`src/rtl/usb_data_buffer_ctrl.sv`:
```
// ---------------------------------------------------------------------------
// usb_data_buffer_ctrl
//
// Sequencing controller and storage for the shared USB endpoint data buffer.
// One circular byte array is shared by two paths and the direction register
// (d_mode) decides which pair of requesters owns it:
//   RX_MODE : USB RX decoder pushes, AHB side pops (rx_data)
//   TX_MODE : AHB side pushes, USB TX encoder pops (tx_packet_data)
// A direction change passes through a single SWITCH cycle that flushes the
// buffer. clear flushes without touching the mode.
//
// Handshake semantics: every strobe (store_*, get_*) is a one-cycle request
// with no ready/back-pressure. A request is accepted or refused at the edge
// that samples it. A refused push raises overflow_err and a refused pop raises
// underflow_err, each for the single cycle after that edge. Popped data is
// presented on the cycle after the edge and held until the next accepted pop
// on the same port.
//
// Ports:
//   clk, rst              clock, synchronous active-high reset
//   d_mode                direction select (0 = RX, 1 = TX)
//   clear                 one-cycle flush request
//   store_tx_data/tx_data AHB push strobe and byte (TX_MODE)
//   get_rx_data/rx_data   AHB pop strobe and byte (RX_MODE)
//   store_rx_packet_data/rx_packet_data  USB push strobe and byte (RX_MODE)
//   get_tx_packet_data/tx_packet_data    USB pop strobe and byte (TX_MODE)
//   buffer_occupancy      bytes stored, 0..DEPTH
//   full, empty           occupancy flags
//   overflow_err          pulse: active push dropped because full
//   underflow_err         pulse: active pop while empty
//   state                 current FSM state (debug visibility)
// ---------------------------------------------------------------------------
module usb_data_buffer_ctrl #(
   parameter int DEPTH = 64,
   parameter int AW    = 6
) (
   input  logic          clk,
   input  logic          rst,
   input  logic          d_mode,
   input  logic          clear,
   input  logic          store_tx_data,
   input  logic [7:0]    tx_data,
   input  logic          get_rx_data,
   output logic [7:0]    rx_data,
   input  logic          store_rx_packet_data,
   input  logic [7:0]    rx_packet_data,
   input  logic          get_tx_packet_data,
   output logic [7:0]    tx_packet_data,
   output logic [AW:0]   buffer_occupancy,
   output logic          full,
   output logic          empty,
   output logic          overflow_err,
   output logic          underflow_err,
   output logic [1:0]    state
);

   localparam logic [1:0] RX_MODE = 2'd0;
   localparam logic [1:0] TX_MODE = 2'd1;
   localparam logic [1:0] SWITCH  = 2'd2;

   localparam logic [AW:0] FULL_COUNT = DEPTH[AW:0];

   logic [7:0]    mem [DEPTH];
   logic [AW-1:0] wr_ptr;
   logic [AW-1:0] rd_ptr;
   logic [AW:0]   occ;

   logic [1:0]    state_q;
   logic [1:0]    state_d;

   logic          in_rx;
   logic          in_tx;
   logic          active;
   logic          push_req;
   logic          pop_req;
   logic [7:0]    push_data;
   logic          pop_ok;
   logic          push_ok;
   logic          ovf_d;
   logic          unf_d;

   assign in_rx = (state_q == RX_MODE);
   assign in_tx = (state_q == TX_MODE);

   // clear and the SWITCH cycle both suppress every strobe, so neither can
   // produce an error pulse or move the pointers.
   assign active = !clear && (in_rx || in_tx);

   // Only the strobes that belong to the current direction are seen at all;
   // wrong-direction strobes simply never become requests.
   always_comb begin
      push_req  = 1'b0;
      pop_req   = 1'b0;
      push_data = rx_packet_data;
      if (in_rx) begin
         push_req  = store_rx_packet_data;
         pop_req   = get_rx_data;
         push_data = rx_packet_data;
      end else if (in_tx) begin
         push_req  = store_tx_data;
         pop_req   = get_tx_packet_data;
         push_data = tx_data;
      end
   end

   // A pop needs stored data; there is no push-to-pop bypass. A push into a
   // full buffer still fits when the same-cycle pop frees a slot.
   assign pop_ok  = active && pop_req && !empty;
   assign push_ok = active && push_req && (!full || pop_ok);
   assign unf_d   = active && pop_req && empty;
   assign ovf_d   = active && push_req && full && !pop_ok;

   // Next-state logic. clear freezes the mode; SWITCH lasts exactly one
   // cycle and lands in whatever direction d_mode asks for at that point.
   always_comb begin
      state_d = state_q;
      if (!clear) begin
         case (state_q)
            RX_MODE: if (d_mode)  state_d = SWITCH;
            TX_MODE: if (!d_mode) state_d = SWITCH;
            SWITCH:  state_d = d_mode ? TX_MODE : RX_MODE;
            default: state_d = RX_MODE;
         endcase
      end
   end

   always_ff @(posedge clk) begin
      if (rst) begin
         state_q <= RX_MODE;
      end else begin
         state_q <= state_d;
      end
   end

   // Pointer and occupancy bookkeeping.
   always_ff @(posedge clk) begin
      if (rst || clear || (state_q == SWITCH)) begin
         wr_ptr <= '0;
         rd_ptr <= '0;
         occ    <= '0;
      end else begin
         if (push_ok) wr_ptr <= wr_ptr + AW'(1);
         if (pop_ok)  rd_ptr <= rd_ptr + AW'(1);
         case ({push_ok, pop_ok})
            2'b10:   occ <= occ + (AW+1)'(1);
            2'b01:   occ <= occ - (AW+1)'(1);
            default: occ <= occ;
         endcase
      end
   end

   // Error pulses: registered, so each is high for the one cycle after the
   // refusing edge.
   always_ff @(posedge clk) begin
      if (rst) begin
         overflow_err  <= 1'b0;
         underflow_err <= 1'b0;
      end else begin
         overflow_err  <= ovf_d;
         underflow_err <= unf_d;
      end
   end

   // Storage array carries no reset; its contents survive rst and clear.
   always_ff @(posedge clk) begin
      if (push_ok) mem[wr_ptr] <= push_data;
   end

   // Each data output only moves on an accepted pop for its own port and
   // otherwise holds (including across SWITCH, clear and underflow).
   always_ff @(posedge clk) begin
      if (rst) begin
         rx_data        <= 8'h00;
         tx_packet_data <= 8'h00;
      end else if (pop_ok) begin
         if (in_rx) rx_data        <= mem[rd_ptr];
         if (in_tx) tx_packet_data <= mem[rd_ptr];
      end
   end

   assign buffer_occupancy = occ;
   assign full             = (occ == FULL_COUNT);
   assign empty            = (occ == '0);
   assign state            = state_q;

endmodule

```
`config.mk`:
```
export PLATFORM = sky130hd
export DESIGN_NAME = usb_data_buffer_ctrl
export DESIGN_NICKNAME = d
export VERILOG_FILES = /design/src/rtl/usb_data_buffer_ctrl.sv
export SDC_FILE = /design/constraint.sdc
export NUM_CORES = 1
export LEC_CHECK = 0
export BUFFER_PORTS_ARGS = -buffer_cell sky130_fd_sc_hd__buf_4
export CAP_MARGIN = 20
export CORE_MARGIN = 3
export CORE_UTILIZATION = 55
export DETAILED_ROUTE_END_ITERATION = 12
export GPL_TIMING_DRIVEN = 0
export PLACE_DENSITY = 0.71
export SKIP_LAST_GASP = 1
export SYNTH_ARGS = -nofsm -noshare
export SYNTH_HDL_FRONTEND = slang
export SYNTH_SLANG_ARGS = --single-unit
```
`constraint.sdc`:
```
create_clock -name clk -period 9 [get_ports clk]
set_input_delay 2.25 -clock clk [delete_from_list [all_inputs] [get_ports clk]]
set_output_delay 2.25 -clock clk [all_outputs]
set_load 0.02 [all_outputs]
```
==> summary.txt <==
======================================================================================
Status .................................................................. finished, final reports clean
Crit path max fanout ....................................................            9
Cell seen most often among critical-path stages ......................... sky130_fd_sc_hd__buf_4
Post-synthesis async set-or-reset flop share ............................           0%
Top-Level Pins ..........................................................           53
Via count of the first global-routing pass ..............................       12,400
Most frequently used flop master after synthesis ........................ sky130_fd_sc_hd__edfxtp_1
Hold buffer count at CTS ................................................            0
Via density per instance ................................................         6.22
Capture instance of the worst register-to-register path ................. mem[35][3]$_DFFE_PP_
First element of the critical path ......................................        clear
Standard cell with the maximum stage delay on the critical path ......... sky130_fd_sc_hd__nor2_1
Area growth from synthesis to layout ....................................        13.0%
Number of flops mapped to enable cells by yosys .........................          512
Post-detailed-route wirelength per cell .................................      27.4 um
Overall routed net length ...............................................      55.9 mm
Arr. time, crit path ....................................................      4.88 ns
Clock tree from TritonCTS ...............................................          yes
Clock Path Buffers ......................................................            3
Total count of max-transition violations in the final report ............            0
Cells taking the most area after synthesis .............................. sky130_fd_sc_hd__edfxtp_1, sky130_fd_sc_hd__mux2i_1, sky130_fd_sc_hd__dfxtp_1, sky130_fd_sc_hd__mux4_2, sky130_fd_sc_hd__a22oi_1
Mapped cell area ........................................................  0.0224 mm^2
Achievable frequency ....................................................    0.214 GHz
CP Launch Type ..........................................................    input pin
Setup_tns ...............................................................         0 ns
CTS Root Buffer Type .................................................... sky130_fd_sc_hd__clkbuf_16
H-tree depth ............................................................            2
Category of the worst setup path capture point ..........................     register
Area fraction of the dominant cell type after synthesis .................        68.7%
Crit Path Category ......................................................       in2reg
Number of buffers and inverters on the critical path ....................            3
Average instance area after synthesis ...................................    16.5 um^2
Top delay family on crit path ........................................... simple AND/OR/NAND/NOR gates
Max-cap viol count ......................................................            0
Initial core utilization ................................................        55.9%
Peak supply drop ........................................................     0.206 mV
Hold-critical path depth ................................................            2
Most frequent cells in the layout ....................................... sky130_fd_sc_hd__edfxtp_1, sky130_fd_sc_hd__mux2i_1, sky130_fd_sc_hd__nor2_1
Net count of the mapped netlist .........................................        1,384
Chain of cells forming the critical path ................................ buf_4 > or2_0 > clkbuf_2 > o2111ai_1 > and2_1 > buf_4 > and2b_1 > nand2_1 > nor2_1
Worst reg2reg setup slack ...............................................      5.66 ns
1st-iter DRT viols ......................................................        1,450
Final hold vios .........................................................            0
Drt first pass iters ....................................................            6
Number of buffers inserted during clock tree synthesis ..................           53
Instance count on the critical path .....................................            9
Post-cts gate resize count ..............................................            0
Period minus WS final ...................................................      4.68 ns
Drc violations ..........................................................            0
PortBufs ................................................................           52
Peak per-stage delay on the critical path ...............................      0.90 ns
Congestion Overflow GR ..................................................            0
Final design area excluding fillers .....................................  0.0253 mm^2
Fin nets ................................................................        1,499
Half-perimeter wire length of the detailed placement result .............      37.3 mm
Yosys warning count .....................................................            0
Gate count after technology mapping .....................................        1,352
Floorplan die height ....................................................       208 um
Total via count after detailed routing ..................................       12,700
Placement-stage cell area ...............................................  0.0235 mm^2
Largest clock skew in the final design ..................................    0.0131 ns
Antenna diode instance count ............................................            0
Placeable Area ..........................................................  0.0400 mm^2
Antenna violations before repair ........................................            0
Commonest non-fill, non-tap cell in the layout .......................... sky130_fd_sc_hd__edfxtp_1
Clock Pin Slew Worst Setup and Hold Paths ...............................      0.06 ns
Post-layout total power .................................................      5110 uW
RSZ-0062 raised after global routing ....................................           no
Maximum number of pins on one net before global-route repair ............           65
Measured slew at the worst slew-check pin ...............................      1.17 ns
Full die area ...........................................................  0.0431 mm^2
Placement Rows ..........................................................           73
Fraction of the yosys area taken by sequential cells ....................        72.7%
Critical Path End ....................................................... mem[35][3]$_DFFE_PP_
Yosys reg bits ..........................................................          557
Post-CTS Setup Repair Bufs ..............................................            0
Die span in x ...........................................................       208 um
Worst Reg2Reg Path Length in Cells ......................................            8
Total power density per cell area .......................................  202 mW/mm^2
Required time worst endpoint ............................................      9.20 ns
Leak ....................................................................   0.00782 uW
Source-to-sink clock delay at the later pin of the worst-skew pair ......      0.58 ns
Worst min-delay path class ..............................................      reg2reg
Global-route wire length before repair ..................................      81.8 mm
Startpoint of the worst-slack reg-to-reg timing path .................... state[1]$_SDFFE_PP0P_
Cell taking the most area after synthesis ............................... sky130_fd_sc_hd__edfxtp_1
Global router's overall resource usage ..................................        25.6%
Number of sinks driven by the clock tree ................................          557
Final count of negative-setup-slack endpoints ...........................            0
Unique cell type count in the Yosys netlist .............................           61
Fill cell total of the finished layout ..................................        2,871
Final clock period utilization by the worst path ........................        52.0%
Antenna violation net count after detailed routing ......................            0
Fraction of layout instances using a drive strength above 1 .............        15.6%
Slew Limit Headroom .....................................................        20.2%
Weighted congestion reported at the end of routability-driven placement .        0.967
======================================================================================
-- how the worst min path moves through the flow --
| stage | to | from |
|---|---|---|
| CTS | rx_data[3]$_SDFFE_PP0P_ | rx_data[3]$_SDFFE_PP0P_ |
| detailed placement | rx_data[3]$_SDFFE_PP0P_ | rx_data[3]$_SDFFE_PP0P_ |
| floorplan | register | rd_ptr[1]$_SDFFE_PP0N_ |
| finish | rx_data[3]$_SDFFE_PP0P_ | rx_data[3]$_SDFFE_PP0P_ |
| global placement | rx_data[3]$_SDFFE_PP0P_ | rx_data[3]$_SDFFE_PP0P_ |
| global route | rx_data[3]$_SDFFE_PP0P_ | rx_data[3]$_SDFFE_PP0P_ |
-- tightest hold or removal path, cell delays in order, from the launching register on --
cell                      delay (ns)
sky130_fd_sc_hd__dfxtp_1        0.31
sky130_fd_sc_hd__nand2_1        0.05
sky130_fd_sc_hd__a21oi_1        0.05
-- Yosys cell counts (8+ instances only) --
cell,number
sky130_fd_sc_hd__o22ai_1,8
sky130_fd_sc_hd__clkbuf_1,26
sky130_fd_sc_hd__mux2i_1,204
sky130_fd_sc_hd__nor2b_1,14
sky130_fd_sc_hd__edfxtp_1,512
sky130_fd_sc_hd__o211ai_1,10
sky130_fd_sc_hd__nand2_1,47
sky130_fd_sc_hd__mux4_2,32
sky130_fd_sc_hd__buf_6,10
sky130_fd_sc_hd__buf_2,17
sky130_fd_sc_hd__buf_4,16
sky130_fd_sc_hd__nand4_1,12
sky130_fd_sc_hd__a21oi_1,47
sky130_fd_sc_hd__mux2_2,8
sky130_fd_sc_hd__dfxtp_1,45
sky130_fd_sc_hd__a22oi_1,84
sky130_fd_sc_hd__inv_1,10
sky130_fd_sc_hd__nor2_1,103
sky130_fd_sc_hd__nand3_1,40
-- metal layers --
metal  global-route usage (%)  routed length, um  vias to the layer above
li1                         -                  -                     5535
met1                     36.2              22500                     6314
met2                     39.9              26000                      706
met3                     5.89               5570                      120
met4                     8.97               1900                        0
met5                        0                  0                        -
-- report_power, final --
part	internal, uW	switching [uW]	total (uW)	leakage, uW
Sequential	2830	3.07	2840	0.00497
Clock	1230	933	2160	0.000833
Combinational	34.9	83.6	119	0.00202
-- final cells by class --
type / instances / area, um^2 / area share [%]
multi-input cells: 711 / 5630 / 22.3
well taps: 525 / 657 / 2.60
repair buffers: 60 / 558 / 2.21
plain buffers: 74 / 435 / 1.72
inverters: 10 / 37.5 / 0.149
clock inverters: 39 / 285 / 1.13
clock buffers: 61 / 1400 / 5.53
flip-flops and latches: 557 / 16300 / 64.4
-- through the flow --
step	utilization, %	worst slack, ns	hold slack, ns	cells
global route	63.2	4.30	0.486	2037
CTS	63.0	4.46	0.461	2033
floorplan	-	4.44	0.468	1352
global placement	58.5	3.90	0.448	1929
detailed placement	58.7	3.85	0.450	1933
finish	63.2	4.32	0.466	2037
-- state kept, by name, summed over array words and instances, names as in the netlist, named ones only --
register	count
buffer_occupancy	7
tx_packet_data	8
overflow_err	1
mem	512
wr_ptr	6
rd_ptr	6
state	2
rx_data	8
underflow_err	1
-- cell families (layout without fill, tap and decap cells) --
| logic type | after synthesis | after routing | share of synthesized area, % |
|---|---|---|---|
| flip-flops | 557 | 557 | 72.7 |
| multiplexers | 244 | 244 | 12.7 |
| AO/OA/AOI/OAI | 180 | 180 | 5.69 |
| AND/OR/NAND/NOR | 265 | 265 | 5.68 |
| XOR/XNOR | 14 | 14 | 0.548 |
| buffers and inverters | 84 | 244 | 2.11 |
| adder cells (fa/ha/maj) | 8 | 8 | 0.481 |
Power figures use the tool's default switching activity.
